[src/rtl/qspi_rx_shifter_if.sv]
// qspi_rx_shifter_if
//   Groups the control, serial-lane and result signals of the QSPI receive
//   deserialiser. The clock and reset are separate plain ports on the block.
//   master : frame control, sampling strobe, abort and lanes out; results in
//   slave  : the deserialiser side (control and lanes in, results out)
//   Signals: start_i, mode_i[1:0], lsb_first_i, len_i[CNT_W-1:0], sample_i,
//            abort_i, sdi_i[3:0] -> data_o[DATA_W-1:0], valid_o, busy_o,
//            err_o, bit_cnt_o[CNT_W-1:0]
interface qspi_rx_shifter_if #(
   parameter int DATA_W = 32,
   parameter int CNT_W  = $clog2(DATA_W) + 1
);
   logic              start_i;
   logic [1:0]        mode_i;
   logic              lsb_first_i;
   logic [CNT_W-1:0]  len_i;
   logic              sample_i;
   logic              abort_i;
   logic [3:0]        sdi_i;
   logic [DATA_W-1:0] data_o;
   logic              valid_o;
   logic              busy_o;
   logic              err_o;
   logic [CNT_W-1:0]  bit_cnt_o;

   modport master (
      output start_i, mode_i, lsb_first_i, len_i, sample_i, abort_i, sdi_i,
      input  data_o, valid_o, busy_o, err_o, bit_cnt_o
   );

   modport slave (
      input  start_i, mode_i, lsb_first_i, len_i, sample_i, abort_i, sdi_i,
      output data_o, valid_o, busy_o, err_o, bit_cnt_o
   );
endinterface

[src/rtl/qspi_rx_shifter.sv]
// qspi_rx_shifter
//   QSPI receive deserialiser with per-frame lane count (1/2/4), bit order and
//   frame length. Captures one lane group per sample strobe, reports a finished
//   frame with a one-cycle valid pulse and rejects bad length/mode programming.
//   clk_i  : clock
//   rst_ni : asynchronous active-low reset
//   bus    : qspi_rx_shifter_if slave modport (control, lanes, results)
module qspi_rx_shifter #(
   parameter int DATA_W = 32,
   parameter int CNT_W  = $clog2(DATA_W) + 1
) (
   input  logic                  clk_i,
   input  logic                  rst_ni,
   qspi_rx_shifter_if.slave      bus
);

   typedef enum logic [1:0] {
      ST_IDLE,
      ST_SHIFT,
      ST_DONE
   } state_e;

   state_e            state_q;
   logic [1:0]        mode_q;
   logic              lsb_q;
   logic [CNT_W-1:0]  len_q;
   logic [CNT_W-1:0]  bit_cnt_q;
   logic [DATA_W-1:0] shreg_q;
   logic [DATA_W-1:0] data_q;
   logic              valid_q;
   logic              busy_q;
   logic              err_q;

   logic [2:0]        lane_cnt;
   logic [3:0]        lanes;
   logic [DATA_W-1:0] shreg_d;
   logic [CNT_W-1:0]  bit_cnt_d;
   logic              len_mult_ok;
   logic              start_bad;

   // Lane group for the latched mode; single mode uses sdi_i[1] as its lane.
   always_comb begin
      lane_cnt = 3'd4;
      lanes    = bus.sdi_i;
      case (mode_q)
         2'b00: begin
            lane_cnt = 3'd1;
            lanes    = {3'b000, bus.sdi_i[1]};
         end
         2'b01: begin
            lane_cnt = 3'd2;
            lanes    = {2'b00, bus.sdi_i[1:0]};
         end
         default: begin
            lane_cnt = 3'd4;
            lanes    = bus.sdi_i;
         end
      endcase
   end

   // The shift register is cleared at frame start, so LSB-first can OR the
   // group in at bit_cnt and MSB-first stays right-justified automatically.
   always_comb begin
      if (lsb_q) begin
         shreg_d = shreg_q | (DATA_W'(lanes) << bit_cnt_q);
      end else begin
         shreg_d = (shreg_q << lane_cnt) | DATA_W'(lanes);
      end
      bit_cnt_d = bit_cnt_q + CNT_W'(lane_cnt);
   end

   always_comb begin
      case (bus.mode_i)
         2'b00:   len_mult_ok = 1'b1;
         2'b01:   len_mult_ok = ~bus.len_i[0];
         2'b10:   len_mult_ok = (bus.len_i[1:0] == 2'b00);
         default: len_mult_ok = 1'b0;
      endcase
      start_bad = (bus.mode_i == 2'b11) || (bus.len_i == '0) ||
                  (bus.len_i > CNT_W'(DATA_W)) || !len_mult_ok;
   end

   always_ff @(posedge clk_i or negedge rst_ni) begin
      if (!rst_ni) begin
         state_q   <= ST_IDLE;
         mode_q    <= '0;
         lsb_q     <= 1'b0;
         len_q     <= '0;
         bit_cnt_q <= '0;
         shreg_q   <= '0;
         data_q    <= '0;
         valid_q   <= 1'b0;
         busy_q    <= 1'b0;
         err_q     <= 1'b0;
      end else begin
         valid_q <= 1'b0;
         err_q   <= 1'b0;
         case (state_q)
            ST_IDLE: begin
               if (bus.start_i) begin
                  mode_q <= bus.mode_i;
                  lsb_q  <= bus.lsb_first_i;
                  len_q  <= bus.len_i;
                  if (start_bad) begin
                     err_q <= 1'b1;
                  end else begin
                     shreg_q   <= '0;
                     bit_cnt_q <= '0;
                     busy_q    <= 1'b1;
                     state_q   <= ST_SHIFT;
                  end
               end
            end
            ST_SHIFT: begin
               if (bus.abort_i) begin
                  shreg_q   <= '0;
                  bit_cnt_q <= '0;
                  busy_q    <= 1'b0;
                  state_q   <= ST_IDLE;
               end else if (bus.sample_i) begin
                  shreg_q   <= shreg_d;
                  bit_cnt_q <= bit_cnt_d;
                  if (bit_cnt_d == len_q) begin
                     // Output registers load on entry to DONE so data_o and
                     // valid_o are visible throughout the DONE cycle.
                     data_q  <= shreg_d;
                     valid_q <= 1'b1;
                     state_q <= ST_DONE;
                  end
               end
            end
            ST_DONE: begin
               bit_cnt_q <= '0;
               busy_q    <= 1'b0;
               state_q   <= ST_IDLE;
            end
            default: begin
               busy_q  <= 1'b0;
               state_q <= ST_IDLE;
            end
         endcase
      end
   end

   assign bus.data_o    = data_q;
   assign bus.valid_o   = valid_q;
   assign bus.busy_o    = busy_q;
   assign bus.err_o     = err_q;
   assign bus.bit_cnt_o = bit_cnt_q;

endmodule

[src/flat_wrapper.sv]
// flat-port wrapper written by rule: the top's interface ports become plain ports
module qspi_rx_shifter_flat 
#(
   parameter int DATA_W = 32,
   parameter int CNT_W  = $clog2(DATA_W) + 1
)
  (clk_i, rst_ni, bus_start_i, bus_mode_i, bus_lsb_first_i, bus_len_i, bus_sample_i, bus_abort_i, bus_sdi_i, bus_data_o, bus_valid_o, bus_busy_o, bus_err_o, bus_bit_cnt_o);
  qspi_rx_shifter_if #(.DATA_W(DATA_W), .CNT_W(CNT_W)) bus_i ();
  input  logic clk_i;
  input  logic rst_ni;
  input wire logic [$bits(bus_i.start_i)-1:0] bus_start_i;
  input wire logic [$bits(bus_i.mode_i)-1:0] bus_mode_i;
  input wire logic [$bits(bus_i.lsb_first_i)-1:0] bus_lsb_first_i;
  input wire logic [$bits(bus_i.len_i)-1:0] bus_len_i;
  input wire logic [$bits(bus_i.sample_i)-1:0] bus_sample_i;
  input wire logic [$bits(bus_i.abort_i)-1:0] bus_abort_i;
  input wire logic [$bits(bus_i.sdi_i)-1:0] bus_sdi_i;
  output wire logic [$bits(bus_i.data_o)-1:0] bus_data_o;
  output wire logic [$bits(bus_i.valid_o)-1:0] bus_valid_o;
  output wire logic [$bits(bus_i.busy_o)-1:0] bus_busy_o;
  output wire logic [$bits(bus_i.err_o)-1:0] bus_err_o;
  output wire logic [$bits(bus_i.bit_cnt_o)-1:0] bus_bit_cnt_o;
  assign bus_i.start_i = bus_start_i;
  assign bus_i.mode_i = bus_mode_i;
  assign bus_i.lsb_first_i = bus_lsb_first_i;
  assign bus_i.len_i = bus_len_i;
  assign bus_i.sample_i = bus_sample_i;
  assign bus_i.abort_i = bus_abort_i;
  assign bus_i.sdi_i = bus_sdi_i;
  assign bus_data_o = bus_i.data_o;
  assign bus_valid_o = bus_i.valid_o;
  assign bus_busy_o = bus_i.busy_o;
  assign bus_err_o = bus_i.err_o;
  assign bus_bit_cnt_o = bus_i.bit_cnt_o;
  qspi_rx_shifter #(.DATA_W(DATA_W), .CNT_W(CNT_W)) u_core (.clk_i(clk_i), .rst_ni(rst_ni), .bus(bus_i));
endmodule
[config.mk]
export PLATFORM = sky130hd
export DESIGN_NAME = qspi_rx_shifter_flat
export DESIGN_NICKNAME = d
export VERILOG_FILES = /design/src/rtl/qspi_rx_shifter_if.sv /design/src/rtl/qspi_rx_shifter.sv /design/src/flat_wrapper.sv
export SDC_FILE = /design/constraint.sdc
export NUM_CORES = 1
export LEC_CHECK = 0
export ABC_AREA = 0
export CAP_MARGIN = 10
export CORE_ASPECT_RATIO = 1.4
export CORE_UTILIZATION = 50
export CTS_CLUSTER_DIAMETER = 60
export DETAILED_ROUTE_END_ITERATION = 12
export HOLD_SLACK_MARGIN = 0.03
export PLACE_DENSITY = 0.78
export SLEW_MARGIN = 15
export SYNTH_ARGS = -nofsm -noshare
export SYNTH_HDL_FRONTEND = slang
export SYNTH_SLANG_ARGS = --single-unit
[constraint.sdc]
create_clock -name clk_i -period 3.15 [get_ports clk_i]
set_input_delay 0.63 -clock clk_i [delete_from_list [all_inputs] [get_ports clk_i]]
set_output_delay 0.63 -clock clk_i [all_outputs]
set_load 0.01 [all_outputs]
# After elaboration in Yosys (flattened, before gate mapping)
# Index checks and enable logic that the tools add are counted.
# op_classes
shifts,2
n_addsub,1
n_reduce_logical,17
mux,31
bitwise_logic,4
n_eq_ne,12
order_cmp,1
# ops
cell,n
2-to-1 mux 32 bit,5
one-hot mux 32 bit (2 select lines),1
bitwise OR 32 bit,1
bitwise OR 32 x 4 -> 32 bit,1
<< shifter 32 x 3 -> 32 bit,1
<< shifter 4 x 6 -> 32 bit,1
2-to-1 mux 6 bit,4
one-hot mux 6 bit (3 select lines),1
AND reduction 4 bit,4
2-to-1 mux 1 bit,10
2-to-1 mux 2 bit,5
zero test 2 bit,4
one-hot mux 4 bit (2 select lines),1
adder 6 x 3 -> 6 bit,1
== test 2 x 1 -> 1 bit (second input constant),3
== test 2 bit (second input constant),3
== test 6 bit,1
> comparator 6 bit (second input constant),1
zero test 6 bit,1
inequality test 2 bit (second input constant),3
one-hot mux 3 bit (2 select lines),1
one-hot mux 2 bit (2 select lines),1
logical OR 1 bit,3
inequality test 3 x 2 -> 1 bit (second input constant),1
other kinds (9),10
# totals
ff_bits,84
output_inout_bits,41

# Logic depth before layout (Yosys ltp)
# logic_depth
word_depth,8
depth_mapped,14

# Least setup slack after synthesis
# OpenSTA, ideal clock, no wires.
# synth_timing
kind,register -> register
startpoint,reg u_core.mode_q[1]
endpoint,"reg u_core.data_q[5], in the netlist u_core.bus.data_o[5]"
required_time_ns,3.022
setup_slack_ns,-0.202
t_arrival_ns,3.225
stages_incl_launch_ff,15
n_path_buf,5
period_less_slack_ns,3.352
cell_sequence,dfrtp_1 > buf_2 > buf_2 > buf_1 > clkbuf_1 > nand2b_1 > xnor2_1 > ha_1 > a211oi_1 > or3_1 > xnor2_1 > nor4_2 > nand3_2 > buf_2 > mux2_1
# synth_between
elab_chain_cells,5
word_cells_on_any_way,12
# synth_lines
item,line_no,text
start: declaration,qspi_rx_shifter.sv:24,logic [1:0] mode_q;
start signal: assignment,qspi_rx_shifter.sv:101,mode_q <= bus.mode_i;
== test 2 x 1 -> 1 bit / zero test 2 bit (equally long branches),qspi_rx_shifter.sv:45,case (mode_q)
one-hot mux 3 bit (2 select lines) / one-hot mux 4 bit (2 select lines) (equally long branches),qspi_rx_shifter.sv:45,
adder 6 x 3 -> 6 bit (tied with other cells),qspi_rx_shifter.sv:69,bit_cnt_d = bit_cnt_q + CNT_W'(lane_cnt);
== test 6 bit (tied with other cells),qspi_rx_shifter.sv:123,if (bit_cnt_d == len_q) begin
AND reduction 4 bit (no line) / 2-to-1 mux 32 bit (equally long branches),n/a,
end signal: assignment,qspi_rx_shifter.sv:126,data_q <= shreg_d;
end: declaration,qspi_rx_shifter.sv:29,logic [DATA_W-1:0] data_q;
# Several ways; a longest one is shown, not always the timed one.
# A chain may end at the register's enable or synchronous reset.

# Final worst setup path
# Ends and elaborated chain as after synthesis.

==> results.toml <==
[cells_and_area]
final_area_um2 = 6065
area_growth_pct = 21.51
final_nets = 576
num_antenna_cells = 0
drive_gt1_frac = 0.1515
final_cells = 693

[yosys]
syn_nets = 531
synth_edf_count = 0
yosys_warnings = 0
synth.distinct_cells = 56
yosysSeqAreaShare = 0.4212
syn_area_um2 = 4991
avgSynthCellArea_um2 = 9.767
synth-seq-cells = 84
synth_ff_type = "dfrtp_1"
postSynthCellCount = 511
yosysTopAreaCell = "dfrtp_1"
netlist_top_cells_count = "84 x dfrtp_1, 51 x nor2_1, 42 x a21oi_1, 42 x mux2i_1, 41 x mux2_2"
synthTopCellsByArea = "dfrtp_1 42%, mux2_2 9.3%, mux2i_1 8.4%"
yosysTopAreaCellShare = 0.4212
synthMostInstantiatedCell = "dfrtp_1"
async_flop_share = 1.000

[setup_path]
crit_chain = "nor2_1, ha_2, ha_1, a211oi_1, or3_1, xnor2_1, nor4_2, buf_4, nand3_2, buf_6, mux2_1"
end_kind = "flop"
path_delay_family = "simple AND/OR/NAND/NOR gates"
crit_fanout = 30
cpPeakStageDelay_ps = 440
cp.required_ps = 3380
crit_slowest_cell = "or3_1"
worstSetupPathType = "reg2reg"
arrival_ps = 3190
start_kind = "flop"
worst-path-buf-inv = 2

[floorplanning]
std_cell_rows = 42
num_io_pins = 59
initial_core_util = 0.5218
coreArea_um2 = 9564
die_y_um = 120.2
die_w_um = 86.44
dieArea_um2 = 10390

[sta]
post-route-period-util = 0.9388
tns_ps = 0
clock.fmax_mhz = 338.2
setup_viol = 0
hold_viol = 0
tightestPinTransition_ps = 852.0
drv_slew = 0
skew_ps = 5.467
slew_headroom = 0.4276
period_needed_ps = 2957
rsz0062_at_grt = "no"

[global_routing]
track_usage = 0.2624
grt_pass1_vias = 4263
globalRoute.totalOverflow = 0
grt_start_max_net_pins = 85
grt_first_pass_wirelength_um = 20970
antenna_found_initial = 0

[routing]
wl_um = 12760
first_pass_iters = 5
drt_iter0_markers = 349
antenna_left = 0
wl_per_cell_um = 18.41
vias = 4347
drc = 0
vias_per_cell = 6.273

[placement]
place_hpwl_um = 8546
io_buffers = 58
gp_congestion = 0.8763
placed_cells = 677
placed_cell_area_um2 = 5718

[worst_hold_path]
hold_class = "in2async"

[cts]
clock_latency_ps = 350
h-tree-depth = 3
tritoncts = "done"
clk_path_buf_depth = 2
clock-sinks = 84
root_buffer = "clkbuf_16"
clk_pin_slew_ps = 60
cts_inserted_buffers = 9
cts_setup_buffers = 0

[power]
ir_worst_vdd_uv = 783.7
leakage_nw = 2.725
p_per_area_nw_per_um2 = 894.6

[outcome]
status = "completed"

[flow_run]
drv_cap = 0
[routing by layer]
metal  share of wire  global-route usage
met1            0.39              0.3262
met2            0.52              0.4271
met3           0.056             0.04437
met4           0.038              0.1542
met5               0                   0
[final cells by class]
type,count,area [µm²]
Sequential cell,84,2103
Inverter,17,63.81
Multi-Input combinational cell,369,2670
Timing Repair Buffer,75,725.7
Clock buffer,11,252.7
Tap cell,132,165.2
Clock inverter,5,83.83
Fill cell,801,3500
[what timing repair did]
item                                    in CTS  in global routing
gates resized for setup                      0                  2
endpoints found under the setup margin       0                 25
hold buffers                                 0                  0
[stage by stage]
| stage | setup WS, ps | hold WS, ps | utilization | power (mW) |
|---|---|---|---|---|
| 3_3_place_gp | 164.1 | 477.6 | 0.5979 | 4.127 |
| 4_1_cts | 55.92 | 498.5 | 0.6330 | 5.405 |
| 6_report | 192.9 | 338.4 | 0.6341 | 5.425 |
| 3_5_place_dp | 61.24 | 487.8 | 0.5979 | 4.205 |
| 5_1_grt | 62.72 | 417.2 | 0.6341 | 5.724 |
| 2_1_floorplan | 23.83 | 334.4 | - | 3.361 |
[cell usage in the layout (no fill, tap or decap), types with 10 or more instances in the layout]
master,netlist,layout
clkdlybuf4s50_1,0,57
mux2_2,41,41
o21ai_0,16,16
a21oi_1,42,42
o2bb2ai_1,10,10
inv_1,17,17
nor2_1,51,51
a22o_1,24,24
dfrtp_1,84,83
nand2_1,26,26
mux2i_1,42,42
buf_4,1,15
[kinds of logic (layout without fill, tap and decap cells)]
| family | Yosys count | count (layout) | synth area share |
|---|---|---|---|
| buffers and inverters | 58 | 108 | 0.04788 |
| adders and majority gates | 3 | 3 | 0.007019 |
| xor gates and xnor gates | 8 | 8 | 0.01404 |
| DFF | 84 | 84 | 0.4212 |
| muxes | 84 | 84 | 0.1790 |
| AOI/OAI and AO/OA | 153 | 153 | 0.2176 |
| and+or+nand+nor | 121 | 121 | 0.1133 |
[registers in the layout (all words and copies together), names as in the netlist]
signal / count
u_core.mode_q: 2
u_core.bus.bit_cnt_o: 6
u_core.shreg_q: 32
u_core.bus.valid_o: 1
u_core.lsb_q: 1
u_core.len_q: 6
u_core.bus.data_o: 32
u_core.bus.err_o: 1
u_core.state_q: 2
u_core.bus.busy_o: 1
[power breakdown]
group          leakage, nW  switching, mW  internal [mW]
Clock                0.158          0.444          0.739
Combinational         1.47           1.48           1.12
Sequential            1.09          0.297           1.35
[path summary, 6_finish.rpt]
path                                           start                    to  slack, ps  depth (start not counted)
worst min register to register  u_core.bus.data_o[5]  u_core.bus.data_o[5]        500                          1
worst max-delay path                u_core.mode_q[1]  u_core.bus.data_o[5]        190                         11
min in group clk_i              u_core.bus.data_o[5]  u_core.bus.data_o[5]        500                          1
max in group asynchronous                     rst_ni      u_core.mode_q[1]       2290                          1
worst max register to register      u_core.mode_q[1]  u_core.bus.data_o[5]        190                         11
worst min-delay path                          rst_ni      u_core.mode_q[0]        340                          1
Note: power is estimated with default switching activity, not from simulation.
